<file path="config.mk">
export PLATFORM = sky130hd
export DESIGN_NAME = demux_1_to_n_response_cache
export DESIGN_NICKNAME = d
export VERILOG_FILES = /design/src/rtl/demux_1_to_n_response_cache.sv
export SDC_FILE = /design/constraint.sdc
export NUM_CORES = 2
export LEC_CHECK = 0
export BUFFER_PORTS_ARGS = -buffer_cell sky130_fd_sc_hd__buf_2
export CORE_MARGIN = 2
export CORE_UTILIZATION = 60
export CTS_CLUSTER_SIZE = 16
export DETAILED_ROUTE_END_ITERATION = 12
export PLACE_DENSITY = 0.73
export SLEW_MARGIN = 20
export SYNTH_ARGS = -nofsm -noshare
export SYNTH_HDL_FRONTEND = slang
export SYNTH_SLANG_ARGS = --single-unit
</file>
<file path="constraint.sdc">
create_clock -name ap_clk -period 9.8 [get_ports ap_clk]
set_input_delay 0.98 -clock ap_clk [delete_from_list [all_inputs] [get_ports ap_clk]]
set_output_delay 0.98 -clock ap_clk [all_outputs]
set_load 0.02 [all_outputs]
</file>
<file path="src/rtl/demux_1_to_n_response_cache.sv">
// demux_1_to_n_response_cache
//   Return path of the cache request arbiter. One response stream from the
//   cache is routed by requestor ID into one of NUM_MEMORY_REQUESTOR response
//   FIFOs. Each requestor pops its own FIFO. A single registered ready signal
//   back-pressures the cache once any FIFO reaches its prog_full threshold.
//
// Ports
//   ap_clk                    clock, all logic on the rising edge
//   areset                    synchronous active-high reset
//   response_in               response from cache (valid + payload)
//   response_in_ready         cache may present a response next cycle
//   fifo_response_signals_in  per-requestor rd_en
//   fifo_response_signals_out per-requestor {empty, prog_full}, registered
//   response_out              per-requestor response, registered
//   fifo_setup_signal         high while the FIFOs are in reset
//   error_count_out           dropped-response count (only with
//                             DEMUX_RESPONSE_ERROR_COUNT_EN defined)
//
// Optional feature macro: DEMUX_RESPONSE_ERROR_COUNT_EN

package demux_response_pkg;
  typedef struct packed { logic [7:0] id; } MemoryPacketRouteAttributes;
  typedef struct packed { MemoryPacketRouteAttributes route; } MemoryPacketMeta;
  typedef struct packed {
    MemoryPacketMeta meta;
    logic [31:0]     data;
  } MemoryPacketPayload;
  typedef struct packed {
    logic               valid;
    MemoryPacketPayload payload;
  } MemoryPacketResponse;
  typedef struct packed { logic rd_en; } FIFOStateSignalsInput;
  typedef struct packed {
    logic empty;
    logic prog_full;
  } FIFOStateSignalsOutput;
endpackage

module demux_1_to_n_response_cache
  import demux_response_pkg::*;
#(
  parameter int NUM_MEMORY_REQUESTOR = 2,
  parameter int ID_WIDTH = (NUM_MEMORY_REQUESTOR > 1) ? $clog2(NUM_MEMORY_REQUESTOR) : 1,
  parameter int FIFO_WRITE_DEPTH = 32,
  parameter int PROG_THRESH = 24
) (
  input  logic                                             ap_clk,
  input  logic                                             areset,
  input  MemoryPacketResponse                              response_in,
  output logic                                             response_in_ready,
  input  FIFOStateSignalsInput  [NUM_MEMORY_REQUESTOR-1:0] fifo_response_signals_in,
  output FIFOStateSignalsOutput [NUM_MEMORY_REQUESTOR-1:0] fifo_response_signals_out,
  output MemoryPacketResponse   [NUM_MEMORY_REQUESTOR-1:0] response_out,
  output logic                                             fifo_setup_signal
`ifdef DEMUX_RESPONSE_ERROR_COUNT_EN
  ,
  output logic [31:0]                                      error_count_out
`endif
);

  localparam int unsigned N_REQ = NUM_MEMORY_REQUESTOR;
  localparam int AW = (FIFO_WRITE_DEPTH > 1) ? $clog2(FIFO_WRITE_DEPTH) : 1;
  localparam int CW = AW + 1;
  localparam logic [2:0] BUSY_CYCLES = 3'd4;

  typedef enum logic [1:0] {S_RESET, S_SETUP, S_READY} state_t;

  logic areset_control, areset_fifo, areset_demux;
  state_t state, state_next;
  logic [2:0] busy_cnt;
  logic rst_busy;

  MemoryPacketResponse in_reg;
  logic [31:0] id_full;
  logic [ID_WIDTH-1:0] route_idx;
  logic id_ok, push_ok;
  logic [NUM_MEMORY_REQUESTOR-1:0] hit_vec, full_vec, prog_full_vec;

  always_ff @(posedge ap_clk) begin
    areset_control <= areset;
    areset_fifo    <= areset;
    areset_demux   <= areset;
  end

  always_ff @(posedge ap_clk) begin
    if (areset_control) state <= S_RESET;
    else                state <= state_next;
  end

  always_comb begin
    state_next = state;
    case (state)
      S_RESET: state_next = S_SETUP;
      S_SETUP: if (!rst_busy) state_next = S_READY;
      S_READY: state_next = S_READY;
      default: state_next = S_RESET;
    endcase
  end

  // All FIFOs are flushed together, so one sequencer stands in for every
  // FIFO's wr_rst_busy/rd_rst_busy.
  always_ff @(posedge ap_clk) begin
    if (areset_fifo)            busy_cnt <= BUSY_CYCLES;
    else if (busy_cnt != '0)    busy_cnt <= busy_cnt - 3'd1;
  end
  assign rst_busy = areset_fifo | (busy_cnt != '0);

  always_ff @(posedge ap_clk) begin
    in_reg.payload <= response_in.payload;
    if (areset_demux) in_reg.valid <= 1'b0;
    else              in_reg.valid <= response_in.valid;
  end

  // FIFO index uses the low ID bits; validity uses the whole field so an
  // out-of-range ID can never alias onto a real requestor.
  assign id_full   = 32'(in_reg.payload.meta.route.id);
  assign route_idx = in_reg.payload.meta.route.id[ID_WIDTH-1:0];
  assign id_ok     = id_full < N_REQ;
  assign push_ok   = (state == S_READY) & in_reg.valid;

  for (genvar i = 0; i < NUM_MEMORY_REQUESTOR; i++) begin : g_fifo
    MemoryPacketPayload mem [FIFO_WRITE_DEPTH];
    MemoryPacketPayload dout;
    MemoryPacketResponse resp_q;
    FIFOStateSignalsOutput sig_q;
    logic [AW-1:0] wptr, rptr;
    logic [CW-1:0] count, count_next;
    logic empty, full, prog_full, wr_en, rd_en, rd_en_reg, fifo_valid;

    assign hit_vec[i]       = id_ok & (route_idx == ID_WIDTH'(i));
    assign full             = count == CW'(FIFO_WRITE_DEPTH);
    assign prog_full        = count >= CW'(PROG_THRESH);
    assign full_vec[i]      = full;
    assign prog_full_vec[i] = prog_full;
    assign wr_en            = push_ok & hit_vec[i] & ~full;
    assign rd_en            = ~empty & rd_en_reg;
    assign count_next       = count + CW'(wr_en) - CW'(rd_en);

    always_ff @(posedge ap_clk) begin
      if (wr_en) mem[wptr] <= in_reg.payload;
      if (rd_en) dout <= mem[rptr];
      rd_en_reg <= fifo_response_signals_in[i].rd_en;
    end

    // empty clears one cycle after the first write but sets immediately on
    // the last read, so it never reports data that is not there.
    always_ff @(posedge ap_clk) begin
      if (areset_fifo) begin
        wptr       <= '0;
        rptr       <= '0;
        count      <= '0;
        empty      <= 1'b1;
        fifo_valid <= 1'b0;
      end else begin
        if (wr_en) wptr <= wptr + AW'(1);
        if (rd_en) rptr <= rptr + AW'(1);
        count      <= count_next;
        empty      <= (count_next == '0) | (count == '0);
        fifo_valid <= rd_en;
      end
    end

    always_ff @(posedge ap_clk) begin
      resp_q.payload <= dout;
      if (areset_demux) begin
        resp_q.valid <= 1'b0;
        sig_q        <= 2'b10;
      end else begin
        resp_q.valid <= fifo_valid;
        sig_q        <= {empty, prog_full};
      end
    end

    assign response_out[i]              = resp_q;
    assign fifo_response_signals_out[i] = sig_q;
  end

  always_ff @(posedge ap_clk) begin
    if (areset_demux) begin
      response_in_ready <= 1'b0;
      fifo_setup_signal <= 1'b1;
    end else begin
      response_in_ready <= (state == S_READY) & ~|prog_full_vec;
      fifo_setup_signal <= rst_busy;
    end
  end

`ifdef DEMUX_RESPONSE_ERROR_COUNT_EN
  logic drop;
  logic [31:0] error_count;

  assign drop = push_ok & (~id_ok | |(full_vec & hit_vec));

  always_ff @(posedge ap_clk) begin
    if (areset_demux)                    error_count <= '0;
    else if (drop && (error_count != '1)) error_count <= error_count + 32'd1;
  end
  assign error_count_out = error_count;
`endif

endmodule
</file>
# Word-level counts from Yosys, hierarchy flattened
# Memories as Yosys holds them, arrays and structs flattened. A register that Yosys moved wholly into a read port is not among the register bits.
# Cells that the tools add are included.
# word_totals
register_bits	173
ramBits	2560
inputBits	45
out_inout_bits	88
elab_cells	81
memories	2
# op_classes
addsub	9
n_lt_le_gt_ge	3
eq_ne	5
n_mux	6
bitwise	18
n_reduce_logical	8
# mem_list
name	words	word_bits	read_ports	rd_clocked_by_memory_dff	write_ports	line_no	source
g_fifo[0].mem	32	40	1	1	1	122	MemoryPacketPayload mem [FIFO_WRITE_DEPTH];
g_fifo[1].mem	32	40	1	1	1	122	
# ops
op	n
logical NOT 6 bit	4
adder 5 x 1 -> 5 bit (second input constant)	4
adder 6 x 1 -> 6 bit	2
== test 6 bit (second input constant)	2
>= comparator 6 x 5 -> 1 bit (second input constant)	2
subtractor 6 x 1 -> 6 bit	2
bitwise AND 1 bit	10
< comparator 8 x 2 -> 1 bit (second input constant)	1
one-hot mux 2 bit (3 select lines)	1
inverter 1 bit	5
2-to-1 mux 1 bit	4
OR 1 bit	3
nonzero test 3 bit	1
subtractor 3 x 1 -> 3 bit (second input constant)	1
== test 2 x 1 -> 1 bit (second input constant)	1
== test 2 bit (second input constant)	1
logical NOT 2 bit	1
2-to-1 mux 2 bit	1
inequality test 2 bit (second input constant)	1
OR reduction 2 bit	1
logical NOT 1 bit	1

# Logic depth before layout (Yosys ltp)
# logic_depth
ltp_word	8
mapped_depth	16
mapped_depth_nobuf	14

# Worst setup path before layout
# No wires, ideal clock.
# synth_path
path_type	flip-flop to flip-flop
start	register in_reg (netlist bit id_full[0])
end	memory g_fifo[1].mem[13][0] (netlist bit) (enable)
setup_ns	0.437
t_arrival_ns	3.791
required_ns	9.363
slack_ns	5.571
path_stages_with_launch	5
n_path_buf	0
synth_period_minus_slack_ns	4.229
path_cell_list	dfxtp_1 inv_1 a31oi_1 nand3_1 nor2_1
# synth_between
elab_chain_cells	6
# synth_lines
item	line_no	source
start: declaration	73	MemoryPacketResponse in_reg;
< comparator 8 x 2 -> 1 bit	118	assign id_ok = id_full < N_REQ;
bitwise AND 1 bit *	130	assign hit_vec[i] = id_ok & (route_idx == ID_WIDTH'(i));
bitwise AND 1 bit * (2 in a row)	135	assign wr_en = push_ok & hit_vec[i] & ~full;
2-to-1 mux 1 bit *	140	if (wr_en) mem[wptr] <= in_reg.payload;
2-to-1 mux 1 bit (not written as such) *	140	
end: declaration	122	
# Every way passes the cells marked *; elsewhere a longest branch is shown, timed or not.

# Worst setup path in the final report
# layout_path
start	register in_reg (netlist bit id_full[4])
end	memory g_fifo[1].mem[9][17] (netlist bit) (enable)
# layout_between
elab_chain_cells	6
# layout_lines
item	line_no
< comparator 8 x 2 -> 1 bit	118
bitwise AND 1 bit	130
bitwise AND 1 bit (2 in a row)	135
2-to-1 mux 1 bit	140
2-to-1 mux 1 bit (not written as such)	140
# Every way passes these cells.

==> results.tsv <==
metric	value	unit
outcome	complete, no violations	
drc_errors	0	
setup_viol_count_final	0	
nNetsFinal	5139	
worst_skew_pair.late_latency	0.95	ns
worstReg2RegEnd	g_fifo[1].mem[9][17]	
synth_most_common_cell	edfxtp_1	
synth_commonest_cells	edfxtp_1 (2640), mux4_2 (482), mux2i_1 (320)	
tightest_hold_check_type	input port to flip-flop	
slew_headroom	0.226	
drive_above_1_share	0.245	
max_cap_violations	0	
synth_enable_flop_cells	2640	
dpl_hpwl	124000	um
area_growth_syn_to_layout	12.0	%
vias_in_the_first_global_route	52000	
r2r_slack	5.29	ns
post_cts_resize_count	0	
layout.cell_area.non_filler	117000	um2
placement_rows	153	
final.fill_count	10600	
timing_limited_maximum_frequency	222	MHz
h-tree-depth	5	
min_clock_period_post_route	4.51	ns
grt_setup_unrepaired	false	
post_synth.cell_area_avg	21.9	um2
globalplace.congestion	0.776	
design.die.area	178000	um2
detailed_place.area	108000	um2
ys_warn_count	0	
synth_cell_types	60	
grt_max_degree	139	
power_density	228	nW/um2
final_hold_viol_count	0	
clkSlewWorstSetupHoldPaths	0.06	ns
largest_register	g_fifo.mem	
path_max_fanout	65	
hold_buffer_count_at_cts	0	
drt_wl_total	248000	um
synth_flop_cell	edfxtp_1	
grt_util_all_layers	0.281	
starting_density	0.603	
required	10.37	ns
cts-root-to-sink-buffers	4	
top_level_ports	133	
totalPowerFinal	0.0267	W
grt.overflow.total	0	
seq_area_frac_synth	0.791	
cts_tree	built	
syn-num-nets	4854	
worstSetupPathType	flip-flop to flip-flop	
critical_path.startpoint_type	flip-flop	
number_of_iterations_in_the_first_detailed_routing_pass	5	
cp-startpoint	id_full[4]	
flip_flop_count_of_the_largest_register_after_layout	2560	
worst_clk_skew	0.0628	ns
grt_first_pass_wirelength	359000	um
multi_input_area	20600	um2
synth-seq-cells	2813	
vias_per_cell	6.74	
antenna_found_initial	5	
cts_buffers	290	
area.sequential	82800	um2
endpoint	g_fifo[1].mem[9][17]	
yosys.area.top_type_share	0.758	
port-buffer-count	132	
vdd.ir_drop.worst	0.154	mV
signal_arrival_time_at_the_worst_endpoint	5.08	ns
asyncSetResetFlopFracSynth	0	
detail_route.wl_per_cell	32.6	um
die_height	422	um
die_w	422	um
drt.antenna.violating_nets	0	
fin_setup_tns	0	ns
critPathCaptureType	flip-flop	
synthDominantAreaCellType	edfxtp_1	
post_route_worst_hold_slack	0.144	ns
cell_at_the_root_of_the_clock_tree	clkbuf_16	
power_leakage	36.3	nW
worstMarginPinSlew	1.16	ns
synth_cells	4770	
timing_max_transition_violations_final	0	
tritoncts_num_sinks	2813	
r2r_start	id_full[4]	
worstRegToRegCells	6	
timing.final.crit_share	0.460	
mappedNetlistArea	105000	um2
postCtsSetupRepairBufs	0	
first_iter_violations	7369	
synth_top_cells_by_area	edfxtp_1 (76%), mux4_2 (10%), dfxtp_1 (3.3%), mux2i_1 (3.1%), a22oi_1 (1.7%)	
core_region_area	174000	um2
routed-via-count	51200	
## placed cells by master, fill, tap and decap left out, types with 6 or more instances in the layout
cell | netlist | layout
edfxtp_1 | 2640 | 2640
mux4_2 | 482 | 482
mux2i_1 | 320 | 320
clkbuf_16 | 0 | 294
a22oi_1 | 234 | 234
a21oi_1 | 171 | 171
o221ai_1 | 156 | 156
buf_2 | 69 | 132
dfxtp_1 | 173 | 124
buf_4 | 39 | 122
clkbuf_1 | 93 | 69
nor2_4 | 0 | 66
clkinv_2 | 0 | 53
ha_1 | 37 | 37
clkinv_1 | 0 | 35
inv_1 | 31 | 31
nor2_1 | 96 | 31
dfxtp_2 | 0 | 31
bufinv_16 | 0 | 25
nor2b_1 | 24 | 18
dfxtp_4 | 0 | 18
nand3_1 | 19 | 17
clkbuf_8 | 0 | 13
nand3b_1 | 12 | 12
nand2_1 | 9 | 9
xor2_1 | 8 | 8
xnor2_1 | 7 | 7
inv_6 | 0 | 7
nor2b_4 | 0 | 6
## report_power, final
part	total, W	internal, W	switching, W	leakage (nW)
Sequential	0.0135	0.0133	0.000207	25.2
Clock	0.0106	0.00626	0.00437	4.46
Combinational	0.00256	0.00117	0.00139	6.65
## stage by stage
step	instances	setup WS, ns	utilization
CTS	7592	5.26	0.675
global placement	7088	5.34	0.623
floorplan	4770	5.57	-
detailed placement	7088	5.25	0.623
finish	7593	5.29	0.675
global route	7592	5.08	0.675
## cell type report
| class | count | share of cell area |
|---|---|---|
| Antenna cell | 1 | 0.0000213 |
| Clock buffer | 376 | 0.0665 |
| Clock inverter | 128 | 0.0109 |
| Inverter | 33 | 0.00106 |
| Multi-Input combinational cell | 1658 | 0.176 |
| Sequential cell | 2813 | 0.707 |
| Tap cell | 2325 | 0.0248 |
| Timing Repair Buffer | 259 | 0.0143 |
## worst min path at each step
stage                            end          startpoint  cells after the start  slack (ns)
floorplan            response_out[0]   g_fifo[0].dout[0]                      0        0.32
global placement    response_out[69]  g_fifo[1].dout[28]                      0        0.32
detailed placement  response_out[34]  g_fifo[0].dout[34]                      0        0.33
CTS                       id_full[7]     response_in[39]                      1        0.09
global route              id_full[7]     response_in[39]                      1        0.11
finish                    id_full[7]     response_in[39]                      1        0.14
## critical path, stage by stage, from the launching register on
cell and delay [ns]:
dfxtp_2 0.31, buf_4 0.30, nor4_2 0.51, and4_1 0.70
nand3_1 0.76, nor2_4 0.93, buf_4 0.54
## per-layer routing
layer	routed length, um	global-route usage
met2	117000	0.430
met3	28300	0.0577
met4	7230	0.0864
met1	95500	0.416
met5	11	0
## logic make-up (layout without fill, tap and decap cells)
kind of cell             Yosys count  in the layout  share of synthesized area
AND/OR/NAND/NOR                  202            202                     0.0100
other                              0              1                          0
multiplexers                     806            806                      0.135
buffers and inverters            299            796                     0.0178
XOR/XNOR                          15             15                    0.00126
flip-flops                      2813           2813                      0.791
adder cells (fa/ha/maj)           39             39                    0.00481
AO/OA/AOI/OAI                    596            596                     0.0407
(Power assumes the default switching activity.)
